<file path="config.mk">
export PLATFORM = sky130hd
export DESIGN_NAME = button_debounce
export DESIGN_NICKNAME = d
export VERILOG_FILES = /design/src/rtl/button_debounce.sv
export SDC_FILE = /design/constraint.sdc
export NUM_CORES = 1
export LEC_CHECK = 0
export CAP_MARGIN = 40
export CORE_MARGIN = 1
export CORE_UTILIZATION = 48
export DETAILED_ROUTE_END_ITERATION = 12
export PLACE_DENSITY = 0.73
export SYNTH_ARGS = -nofsm -noshare
export SYNTH_HDL_FRONTEND = slang
export SYNTH_SLANG_ARGS = --single-unit
</file>
<file path="constraint.sdc">
create_clock -name clk -period 1.35 [get_ports clk]
set_input_delay 0.27 -clock clk [delete_from_list [all_inputs] [get_ports clk]]
set_output_delay 0.27 -clock clk [all_outputs]
set_load 0.01 [all_outputs]
</file>
<file path="src/rtl/button_debounce.sv">
// -----------------------------------------------------------------------------
// button_debounce
//
// Purpose:
//   Turns a raw, bouncing push-button or switch level into a clean registered
//   level. The raw input is synchronised first. A new level is accepted only
//   after STABLE_CYCLES consecutive synchronised samples agree with it. Every
//   qualification attempt that gets abandoned is counted in a saturating
//   8-bit glitch counter.
//
// Parameters:
//   STABLE_CYCLES - consecutive synchronised samples needed to accept a
//                   level change (2..65535)
//   SYNC_STAGES   - depth of the input synchroniser chain (2..4)
//
// Ports:
//   clk        - single clock; all state changes on its rising edge
//   rst        - synchronous, active-high reset
//   btn_in     - raw asynchronous button level
//   db_out     - registered debounced level
//   db_busy    - high while a candidate level change is being qualified
//   glitch_cnt - saturating count of aborted level changes
// -----------------------------------------------------------------------------
module button_debounce #(
    parameter int STABLE_CYCLES = 1000,
    parameter int SYNC_STAGES   = 2
) (
    input  logic       clk,
    input  logic       rst,
    input  logic       btn_in,
    output logic       db_out,
    output logic       db_busy,
    output logic [7:0] glitch_cnt
);

    localparam int CNT_W = $clog2(STABLE_CYCLES + 1);
    localparam logic [CNT_W-1:0] CNT_ONE  = CNT_W'(1);
    localparam logic [CNT_W-1:0] CNT_LAST = CNT_W'(STABLE_CYCLES - 1);

    // Parameter sanity: a bad configuration stops elaboration instead of
    // quietly building a debouncer that cannot work.
    if (STABLE_CYCLES < 2 || STABLE_CYCLES > 65535) begin : g_bad_stable_cycles
        $error("button_debounce: STABLE_CYCLES must be in 2..65535");
    end
    if (SYNC_STAGES < 2 || SYNC_STAGES > 4) begin : g_bad_sync_stages
        $error("button_debounce: SYNC_STAGES must be in 2..4");
    end

    typedef enum logic [1:0] {
        STABLE_LO = 2'd0,
        WAIT_HI   = 2'd1,
        STABLE_HI = 2'd2,
        WAIT_LO   = 2'd3
    } state_t;

    logic [SYNC_STAGES-1:0] sync_q, sync_d;
    state_t                 state_q, state_d;
    logic [CNT_W-1:0]       cnt_q, cnt_d;
    logic                   db_out_q, db_out_d;
    logic [7:0]             glitch_q, glitch_d;
    logic [7:0]             glitch_inc;
    logic                   s;

    // Only the last synchroniser stage is allowed to feed the rest of the
    // logic, so no other path ever sees the raw asynchronous input.
    assign s = sync_q[SYNC_STAGES-1];

    // Next-state logic for the synchroniser and the qualification FSM. The
    // counter counts samples that agree with the candidate level. A single
    // disagreeing sample sends the FSM back to the stable state it came from
    // and keeps no partial credit. The counter tops out at STABLE_CYCLES-1,
    // where the level change completes, so it can never wrap.
    always_comb begin
        sync_d     = {sync_q[SYNC_STAGES-2:0], btn_in};
        state_d    = state_q;
        cnt_d      = cnt_q;
        db_out_d   = db_out_q;
        glitch_d   = glitch_q;
        glitch_inc = (glitch_q == 8'hFF) ? glitch_q : glitch_q + 8'd1;

        case (state_q)
            STABLE_LO: begin
                if (s) begin
                    state_d = WAIT_HI;
                    cnt_d   = CNT_ONE;
                end else begin
                    cnt_d = '0;
                end
            end
            WAIT_HI: begin
                if (!s) begin
                    state_d  = STABLE_LO;
                    cnt_d    = '0;
                    glitch_d = glitch_inc;
                end else if (cnt_q == CNT_LAST) begin
                    state_d  = STABLE_HI;
                    db_out_d = 1'b1;
                    cnt_d    = '0;
                end else begin
                    cnt_d = cnt_q + CNT_ONE;
                end
            end
            STABLE_HI: begin
                if (!s) begin
                    state_d = WAIT_LO;
                    cnt_d   = CNT_ONE;
                end else begin
                    cnt_d = '0;
                end
            end
            WAIT_LO: begin
                if (s) begin
                    state_d  = STABLE_HI;
                    cnt_d    = '0;
                    glitch_d = glitch_inc;
                end else if (cnt_q == CNT_LAST) begin
                    state_d  = STABLE_LO;
                    db_out_d = 1'b0;
                    cnt_d    = '0;
                end else begin
                    cnt_d = cnt_q + CNT_ONE;
                end
            end
            default: begin
                // Corrupted state register: fall back to a known idle low.
                state_d  = STABLE_LO;
                cnt_d    = '0;
                db_out_d = 1'b0;
            end
        endcase
    end

    // All state lives in this one register block. Reset wins over
    // everything, including a half-finished qualification, and an attempt
    // abandoned this way is not counted as a glitch.
    always_ff @(posedge clk) begin
        if (rst) begin
            sync_q   <= '0;
            state_q  <= STABLE_LO;
            cnt_q    <= '0;
            db_out_q <= 1'b0;
            glitch_q <= 8'd0;
        end else begin
            sync_q   <= sync_d;
            state_q  <= state_d;
            cnt_q    <= cnt_d;
            db_out_q <= db_out_d;
            glitch_q <= glitch_d;
        end
    end

    assign db_out     = db_out_q;
    assign db_busy    = (state_q == WAIT_HI) || (state_q == WAIT_LO);
    assign glitch_cnt = glitch_q;

endmodule

</file>
==> metrics <==
Comb pwr share 4.2%; DRC Markers 0; Die Span Y 48.7 um; CTS tree yes; Initial Utilization 52.3%; Synth top area share 44.0%; TritonCTS buffer count 3; filler instances 150; Post-CTS Hold Buffers 0; CP endpoint kind register; post-synthesis area per instance 9.11 um2; CTS clk-pin slew, worst paths 0.13 ns; number of max-cap violations 0; Yosys top cell by area dfxtp_1; DR vias/cell 5.55; Seq pwr share 65.6%; status finished with violations; Worst EP arrival 1.63 ns; drt first-iter violations 36; total core area 2000 um2; CP startpoint kind register; Final ANT Viol Nets 0; nets@finish 152; DP HPWL 1.74 mm; multi-input logic area 629 um2; Synth cell types 39; # IOs 13; Post-synth top cells dfxtp_1 (23), nor2_1 (12), nand3_1 (8), nand2_1 (7), xor2_1 (5); Tot GR Track Use 22.1%; Non-Filler Instances 173; Setup Crit Path Kind reg -> reg; RSZ-0062 raised after global routing true; H-tree depth 1; final clock skew 0.00548 ns; CP max stage delay 0.36 ns; ant diodes 0; clock sink count 23; post-route minimum period 1.38 ns; Slew Viols, Final 0; final hold vios 0; #FFs+latches synth 23; largest net degree at the start of global routing 14; Crit Path Max Fanout 5; delay-heaviest family, CP simple AND/OR/NAND/NOR gates; async set or reset register ratio after synthesis 0%; Port Buffers 12; DR pass1 iterations 4; worst vdd ir 0.690 mV; initial antenna violation count 0; Yosys warnings 0; register area 482 um2; cell with the most instances after synthesis dfxtp_1; synth top area cells dfxtp_1 (44%), nor2_1 (4.3%), xor2_1 (4.2%); Final Setup Violations 6; Core Util, Final 71.1%; Slew @ Worst Pin 0.310 ns; syn_nets 120; FP Rows 16; Worst Hold Class reg -> reg; Clk Latency, worst-skew pair 0.31 ns; reg-to-reg slack, setup -0.03 ns; switch share 22.2%; die width 48.7 um; DR WL/cell 13.8 um; number of synthesized flops with an enable pin 0; crit-path cells ha_4, and4b_2, and3b_2, or2_4, nor2_1; period utilization 102%; Max Clock Freq 725 MHz; layout cell share with drive strength beyond 1 38.4%; top_reg_cell synth dfxtp_1; Cell Pwr Density 735 nW/um2; WL final 2.38 mm; GRT overflow 0; Routability Congestion 0.776; failing checks negative setup slack; Clk pwr share 30.2%; Buf+Inv Stages, Crit Path 0; post-synthesis sequential area ratio 44.0%; net load switching power 0.000233 W; worst hold margin 0.452 ns; Die ar. 2370 um2; Worst Slack Setup Final -0.0299 ns; Req. time, crit path 1.60 ns; vias in the first global route 910; Max-slew headroom 79.1%; Root Driver clkbuf_4; Synth Cell Area 1050 um2; Leak 0.541 nW; CP max stage cell dfxtp_2; Synth-to-Final Area Change 35.8%; Pint 0.000814 W; DR vias 960; DP Cell Count 166; global-route wire length before repair 4.04 mm; Mapped Cells 115; worst-case clock buffer depth 2
cells by family (layout without fill, tap and decap cells):
kind of cell,Yosys count,count (layout),share of synthesized area (%)
AND/OR/NAND/NOR,52,52,28.1
adder cells (fa/ha/maj),2,2,2.39
multiplexers,1,1,0.956
flip-flops,23,23,44.0
AO/OA/AOI/OAI,21,21,14.5
XOR/XNOR,9,9,7.53
buffers and inverters,7,38,2.63
cells in the final DEF, fill, tap and decap left out, types with 4 or more instances in the layout:
| cell | netlist | final |
|---|---|---|
| buf_4 | 0 | 18 |
| dfxtp_1 | 23 | 10 |
| dfxtp_2 | 0 | 11 |
| dlygate4sd2_1 | 0 | 8 |
| inv_1 | 4 | 4 |
| nand2_1 | 7 | 6 |
| nand3_1 | 8 | 8 |
| nor2_1 | 12 | 9 |
| xor2_1 | 5 | 4 |
worst register-to-register path: stages, from the launching register on:
cell and delay [ns]:
dfxtp_2 0.36, ha_4 0.16, and4b_2 0.22, and3b_2 0.22
or2_4 0.27, nor2_1 0.09
metrics by stage:
step	setup WS (ns)	cell area, um2	setup TNS, ns	total power (W)
after floorplan	0.0114	1070	0	0.000724
after global placement	-0.00483	1320	-0.00483	0.000745
after detailed placement	-0.0631	1320	-0.301	0.000746
after CTS	-0.0168	1370	-0.0591	0.00105
after global routing	-0.154	1420	-1.02	0.00110
final	-0.0299	1420	-0.121	0.00105
timing repair:
action / 4_1_cts / 5_1_grt
setup endpoints to repair: 21 / 21
resized for setup: 21 / 19
setup buffers: 2 / 1
pin swaps: 10 / 6
area by class of cell:
| class | count | area share, % |
|---|---|---|
| clock buffers | 3 | 1.58 |
| clock inverters | 1 | 0.352 |
| inverters | 4 | 1.06 |
| multi-input cells | 85 | 44.2 |
| flip-flops and latches | 23 | 33.9 |
| well taps | 27 | 2.37 |
| repair buffers | 30 | 16.5 |
metal layers:
layer	up-vias	GRT usage, %	wire length (um)
met2	31	43.3	1310
met5	-	0	0
met3	0	5.66	103
li1	479	-	-
met4	0	4.41	0
met1	450	23.4	968
flip-flops by register name, summed over array words and instances, names as in the netlist, named ones only:
signal      count
glitch_cnt      8
db_out          1
cnt_q          10
sync_q          2
state_q         1
power groups by stage:
| stage | logic (W) | registers, W | clock network, W |
|---|---|---|---|
| after floorplan | 0.0000192 | 0.000704 | 0 |
| after global placement | 0.0000413 | 0.000704 | 0 |
| after detailed placement | 0.0000421 | 0.000704 | 0 |
| after CTS | 0.0000410 | 0.000685 | 0.000325 |
| after global routing | 0.0000482 | 0.000688 | 0.000368 |
| final | 0.0000438 | 0.000686 | 0.000316 |
worst paths after layout:
path | startpoint | end | depth (start not counted)
setup / recovery | cnt_q[1]$_SDFF_PP0_ | cnt_q[1]$_SDFF_PP0_ | 5
hold / removal | sync_q[0]$_SDFF_PP0_ | sync_q[1]$_SDFF_PP0_ | 1
setup reg to reg | cnt_q[1]$_SDFF_PP0_ | cnt_q[1]$_SDFF_PP0_ | 5
hold reg to reg | sync_q[0]$_SDFF_PP0_ | sync_q[1]$_SDFF_PP0_ | 1
Note: power is estimated with default switching activity, not from simulation.
